`src/rtl/square_iterative.sv`:
```
// Reconstructs radicand = root*root + remainder with a shift-add multiplier
// that retires one root bit per clock, plus a flag for non-canonical remainders.
module square_iterative #(
    parameter int WIDTH_ROOT     = 8,
    parameter int WIDTH_RADICAND = 2*WIDTH_ROOT
) (
    input  logic                      clk,
    input  logic                      rst_n,
    input  logic                      valid_in,
    output logic                      ready_in,
    input  logic [WIDTH_ROOT-1:0]     root,
    input  logic [WIDTH_ROOT:0]       remainder,
    output logic                      valid_out,
    input  logic                      ready_out,
    output logic [WIDTH_RADICAND-1:0] radicand,
    output logic                      rem_err
);

    localparam int CNT_W = (WIDTH_ROOT > 1) ? $clog2(WIDTH_ROOT) : 1;
    localparam logic [CNT_W-1:0] LAST_BIT = CNT_W'(WIDTH_ROOT - 1);

    typedef enum logic [1:0] {
        IDLE,
        BUSY,
        DONE
    } state_t;

    state_t                    state_q;
    logic [WIDTH_ROOT-1:0]     root_q;
    logic [CNT_W-1:0]          cnt_q;
    logic [WIDTH_RADICAND-1:0] acc_q;
    logic [WIDTH_RADICAND-1:0] acc_d;
    logic [WIDTH_RADICAND-1:0] addend;
    logic                      rem_err_q;
    logic                      ready_in_q;
    logic                      valid_out_q;

    always_comb begin
        addend = '0;
        if (root_q[cnt_q]) begin
            addend = WIDTH_RADICAND'(root_q) << cnt_q;
        end
        acc_d = acc_q + addend;
    end

    // ready_in_q stays low for the first cycle out of reset, so no operand is taken then
    always_ff @(posedge clk or negedge rst_n) begin
        if (!rst_n) begin
            state_q     <= IDLE;
            root_q      <= '0;
            cnt_q       <= '0;
            acc_q       <= '0;
            rem_err_q   <= 1'b0;
            ready_in_q  <= 1'b0;
            valid_out_q <= 1'b0;
        end else begin
            case (state_q)
                IDLE: begin
                    if (ready_in_q && valid_in) begin
                        root_q     <= root;
                        acc_q      <= WIDTH_RADICAND'(remainder);
                        rem_err_q  <= (remainder > {root, 1'b0});
                        cnt_q      <= '0;
                        ready_in_q <= 1'b0;
                        state_q    <= BUSY;
                    end else begin
                        ready_in_q <= 1'b1;
                    end
                end
                BUSY: begin
                    acc_q <= acc_d;
                    cnt_q <= cnt_q + 1'b1;
                    if (cnt_q == LAST_BIT) begin
                        valid_out_q <= 1'b1;
                        state_q     <= DONE;
                    end
                end
                DONE: begin
                    if (ready_out) begin
                        valid_out_q <= 1'b0;
                        ready_in_q  <= 1'b1;
                        state_q     <= IDLE;
                    end
                end
                default: begin
                    valid_out_q <= 1'b0;
                    ready_in_q  <= 1'b0;
                    state_q     <= IDLE;
                end
            endcase
        end
    end

    // Result fields read as zero whenever no result is being offered
    assign ready_in  = ready_in_q;
    assign valid_out = valid_out_q;
    assign radicand  = valid_out_q ? acc_q : '0;
    assign rem_err   = valid_out_q & rem_err_q;

endmodule
```
`config.mk`:
```
export PLATFORM = sky130hd
export DESIGN_NAME = square_iterative
export DESIGN_NICKNAME = d
export VERILOG_FILES = /design/src/rtl/square_iterative.sv
export SDC_FILE = /design/constraint.sdc
export NUM_CORES = 1
export LEC_CHECK = 0
export CORE_MARGIN = 2
export CORE_UTILIZATION = 23
export CTS_CLUSTER_DIAMETER = 80
export DETAILED_ROUTE_END_ITERATION = 6
export GPL_TIMING_DRIVEN = 1
export SLEW_MARGIN = 20
export SYNTH_ARGS = -nofsm -noshare
export SYNTH_HDL_FRONTEND = slang
export SYNTH_SLANG_ARGS = --single-unit
export TNS_END_PERCENT = 100
```
`constraint.sdc`:
```
create_clock -name clk -period 3.1 [get_ports clk]
set_clock_uncertainty 0.1 [all_clocks]
set_input_delay 0.62 -clock clk [delete_from_list [all_inputs] [get_ports clk]]
set_output_delay 0.62 -clock clk [all_outputs]
set_load 0.02 [all_outputs]
```
# Word-level counts from Yosys, hierarchy flattened
# Cells that the tools add are included.
[op_classes] add_sub_neg=2 multipliers=0 div_mod_pow=0 n_lt_le_gt_ge=2 n_eq_ne=6 n_shift=1 n_mux=18 n_bitwise=3 reduce_logical=8
[ops] op="$mux W16" count=3
[ops] op="$pmux W16 S2" count=1
[ops] op="$add A16 B16 Y16" count=1
[ops] op="$shl A8 B3 Y16" count=1
[ops] op="$gt A9 B9 Y1" count=1
[ops] op="$mux W2" count=3
[ops] op="$ne A2 B2 Y1 const B" count=3
[ops] op="$pmux W1 S3" count=2
[ops] op="$pmux W2 S3" count=1
[ops] op="$pmux W3 S2" count=1
[ops] op="$reduce_and A2 Y1" count=3
[ops] op="$reduce_and A3 Y1" count=2
[ops] op="$mux W1" count=5
[ops] op="$lt A3 B4 Y1 const B" count=1
[ops] op="$add A3 B1 Y3 const B" count=1
[ops] op="$bmux W1 S3" count=1
[ops] op="$eq A3 B3 Y1 const B" count=1
[ops] op="$mux W3" count=1
[ops] op="$eq A2 B1 Y1 const B" count=1
[ops] op="$eq A2 B2 Y1 const B" count=1
[ops] op="$logic_not A2 Y1" count=1
[ops] op="$not A1 Y1" count=2
[ops] op="$reduce_bool A2 Y1" count=1
[ops] op="$and A1 B1 Y1" count=1
[ops] op="$logic_and A1 B1 Y1" count=1
[totals] reg_bits=32 latch_bits=0 ram_bits=0 rom_bits=0 input_bits=21 out_inout_bits=19 wordCells=47 n_memories=0

# Logic depth before layout (Yosys ltp)
[logic_depth] word_depth=5 depth_mapped=15 mapped_depth_nobuf=13

# Worst setup path after synthesis
# OpenSTA, ideal clock, no wires.
[synth_timing] kind="register to register" startpoint="reg cnt_q[0]" endpoint="reg acc_q[13]" setup_time_ns=0.146 t_arrival_ns=2.774 t_required_ns=2.854 path_slack_ns=0.080 path_stages_with_launch=13 path_buffers=1 synth_period_minus_slack_ns=3.020 cell_sequence="dfrtp_1 -> mux4_2 -> nand2b_1 -> and2_1 -> clkbuf_1 -> nor2_1 -> ha_1 -> nand2_2 -> or3b_4 -> a21oi_1 -> o2111ai_1 -> mux2i_1 -> o311ai_0"
[synth_between] elab_chain_cells=5 word_cells_on_any_way=6 cone_classes="1 x add/sub; 1 x shift; 4 x mux"
[synth_rtl] element="start: declaration" line_no="30" rtl="logic [CNT_W-1:0] cnt_q;"
[synth_rtl] element="start signal: assignment" line_no="72" rtl="cnt_q <= cnt_q + 1'b1;"
[synth_rtl] element="$bmux W1 S3" line_no="40" rtl="if (root_q[cnt_q]) begin"
[synth_rtl] element="$mux W1 (not written as such)" line_no="40"
[synth_rtl] element="$mux W16 (*)" line_no="40"
[synth_rtl] element="$add A16 B16 Y16 (*)" line_no="43" rtl="acc_d = acc_q + addend;"
[synth_rtl] element="$pmux W16 S2 (*)" line_no="57" rtl="case (state_q)"
[synth_rtl] element="end signal: assignment" line_no="61" rtl="acc_q <= WIDTH_RADICAND'(remainder);"
[synth_rtl] element="end: declaration" line_no="31" rtl="logic [WIDTH_RADICAND-1:0] acc_q;"
# Every way passes the cells marked *; elsewhere a longest branch is shown, timed or not. The select of a mux whose other input is x is not followed.
# A chain may end at the register's enable or synchronous reset.

# Worst setup path in the final report
[layout_timing] startpoint="reg cnt_q[0]" endpoint="reg acc_q[11]"
# The elaborated chain is that of the path after synthesis.

==> flow_summary.json <==
{
  "min_path_type": "reg2reg",
  "fin_crit_sh_pct": 98.4,
  "mostFrequentLayoutCell": "clkdlybuf4s50_1",
  "setup_viol": 0,
  "grt-ovfl-total": 0,
  "final_cells": 534,
  "avgSynthCellArea_um2": 8.33,
  "design.portCount": 40,
  "reg2reg_depth": 11,
  "ys_ff_latch": 32,
  "die_h_um": 113,
  "grt_pass1_wl_mm": 13.1,
  "slew_headroom_pct": 26.9,
  "muxShareOfSynthArea_pct": 7.49,
  "cts_sinks": 32,
  "synthFlopType": "dfrtp_1",
  "cts_root_buf": "clkbuf_16",
  "cts_tree": "built",
  "cts_hold_buf": 0,
  "seq_area_frac_synth_pct": 29.2,
  "crit_fanout": 4,
  "placed_cells": 521,
  "synth-adder-area-share_pct": 12.1,
  "cts_buffer_depth": 2,
  "endpoint": "acc_q[11]$_DFFE_PN0P_",
  "rr_endpoint": "acc_q[11]$_DFFE_PN0P_",
  "core_area_mm2": 0.0115,
  "p_leak_uw": 0.00168,
  "power_uw": 4390,
  "synth_cell_type_count": 49,
  "antenna_left": 0,
  "reg2reg_from": "cnt_q[0]$_DFFE_PN0P_",
  "synthCells": 329,
  "synthDominantCellAreaShare_pct": 29.2,
  "gp_congestion": 0.884,
  "vias": 2666,
  "grt_pass1_vias": 2587,
  "synthArstFlopShare_pct": 100,
  "dp_hpwl_mm": 6.28,
  "ys_warn_count": 0,
  "fin_util_pct": 32.5,
  "htreeDepth": 2,
  "nets": 437,
  "end_kind": "register",
  "vdd.ir_drop.worst_mv": 0.434,
  "cp-startpoint": "cnt_q[0]$_DFFE_PN0P_",
  "crit_arrival_ns": 3.07,
  "synth-simple-area-share_pct": 22.4,
  "fmax_ghz": 0.328,
  "final_cell_mix": "39 x clkdlybuf4s50_1, 33 x nand2_1, 31 x nor2_1, 30 x buf_4, 29 x dfrtp_1",
  "timing.hold.ws_ns": 0.426,
  "synthTopCellsByArea": "dfrtp_1 29%, ha_1 11%, o21ai_0 5.3%",
  "drt-vias-per-instance": 4.99,
  "cp-start-kind": "register",
  "drive_gt1_share_pct": 17.4,
  "track_usage_pct": 12.9,
  "period_needed_ns": 3.05,
  "outcome": "finished, violations left",
  "diodes": 0,
  "tightest_slew_ns": 1.10,
  "die-area_mm2": 0.0128,
  "synth_compound_area_share_pct": 22.3,
  "syn_nets": 376,
  "hold_viol": 0,
  "syn2layout_area_growth_pct": 36.4,
  "worst_ep_required_time_ns": 3.12,
  "drv_slew": 0,
  "drt-initial-drc-count": 192,
  "synth_edf_count": 0,
  "drtPass1Iterations": 6,
  "die_w_um": 113,
  "path_class": "reg2reg",
  "portBuffers": 39,
  "rows": 39,
  "worst_skew_pair.late_latency_ns": 0.28,
  "hold_path_startpoint": "rem_err_q$_DFFE_PN0P_",
  "numCtsBuffers": 5,
  "drcViolationCount": 2,
  "synth_top_family_by_area": "simple AND/OR/NAND/NOR gates",
  "yosysTopAreaCell": "dfrtp_1",
  "syn_area_mm2": 0.00274,
  "grt_max_degree": 33,
  "nFillCells": 1207,
  "wire_per_inst_um": 15.6,
  "synth_xor_area_share_pct": 2.56,
  "r2r_slack_ns": 0.05,
  "p_per_area_mw_per_mm2": 1170,
  "start_util_pct": 23.8,
  "antenna_found_initial": 0,
  "finalSetupTns_ns": 0,
  "drt-total-wl_mm": 8.34,
  "clkTransAtPathRegs_ns": 0.06,
  "violations": "design-rule violations",
  "cap_violations": 0
}
## final cells by class
type / instances / area, um^2 / area share (%)
clock buffer: 5 / 125 / 3.35
clock inverter: 3 / 42.5 / 1.14
inverter: 11 / 41.3 / 1.10
multi-input combinational: 270 / 1930 / 51.5
sequential: 32 / 805 / 21.5
tap: 143 / 179 / 4.79
timing repair buffer: 70 / 621 / 16.6
## per-layer routing
layer  global-route usage [%]  vias up  share of wire [%]
met1                     16.4     1264                 43
met3                     1.61       19                5.8
met4                     4.80        0                2.9
li1                         -     1312                  -
met2                     22.4       71                 49
met5                        0        -                  0
## kinds of logic (layout without fill, tap and decap cells)
group	Yosys count	in the layout
adders and majority gates	26	26
and+or+nand+nor	124	124
AOI/OAI and AO/OA	95	95
xor gates and xnor gates	8	8
DFF	32	32
muxes	17	17
buffers and inverters	27	89
## cells in the mapped netlist, types with 2 or more instances
master and instances:
dfrtp_1 32, and3_1 4, nor3b_1 5, mux4_2 2, a211oi_1 2, and2_1 19
nand2b_1 5, nor2_1 31, nand4_1 2, and4_1 2, clkbuf_1 12, xor2_1 5
nor2b_1 5, inv_1 11, nand2_1 34, o31ai_1 3, a31oi_1 2, ha_1 25
o21ai_0 29, a21oi_1 21, a21o_1 9, a221oi_1 3, a22oi_1 6, nor3_1 3
xnor2_1 3, o211ai_1 2, mux2_2 4, mux2i_1 10, o21ai_1 2, o21a_1 5
buf_2 4, nand3_1 10
## worst max-delay path, stage by stage, from the launching register on
cell and delay [ns]:
dfrtp_2 0.41, mux4_2 0.55, nand2b_4 0.10, buf_4 0.11
nor2_1 0.04, ha_1 0.32, a21o_1 0.21, a21oi_2 0.28
nand2_1 0.20, a221oi_4 0.31, xor2_1 0.17, o21ai_0 0.09
## what timing repair did
action                     CTS  global route
resized for setup            3            23
setup endpoints to repair    5             9
hold endpoints to repair     0             0
pin swaps                    0             8
setup buffers                0             5
## how the worst min path moves through the flow
stage	endpoint	cells after the start
floorplan	acc_q[0]$_DFFE_PN0P_	0
global placement	rem_err_q$_DFFE_PN0P_	2
detailed placement	rem_err_q$_DFFE_PN0P_	2
CTS	rem_err_q$_DFFE_PN0P_	2
global route	rem_err_q$_DFFE_PN0P_	2
finish	rem_err_q$_DFFE_PN0P_	2
## through the flow
stage / setup slack, ns / area (um^2)
after floorplan: 0.0796 / 2740
after global routing: -0.0192 / 3740
after global placement: 0.0742 / 3440
after detailed placement: -0.0597 / 3440
final: 0.0481 / 3740
after CTS: 0.0330 / 3610
## report_power, final
group	leakage, uW	internal (uW)	switching, uW
registers	0.000387	620	223
clock network	0.0000798	377	197
logic	0.00121	1420	1550
## flip-flops by register name (all words and copies together) (netlist names)
name / count
acc_q: 16
root_q: 8
cnt_q: 3
state_q: 2
ready_in: 1
rem_err_q: 1
valid_out: 1
Note: power is estimated with default switching activity, not from simulation.
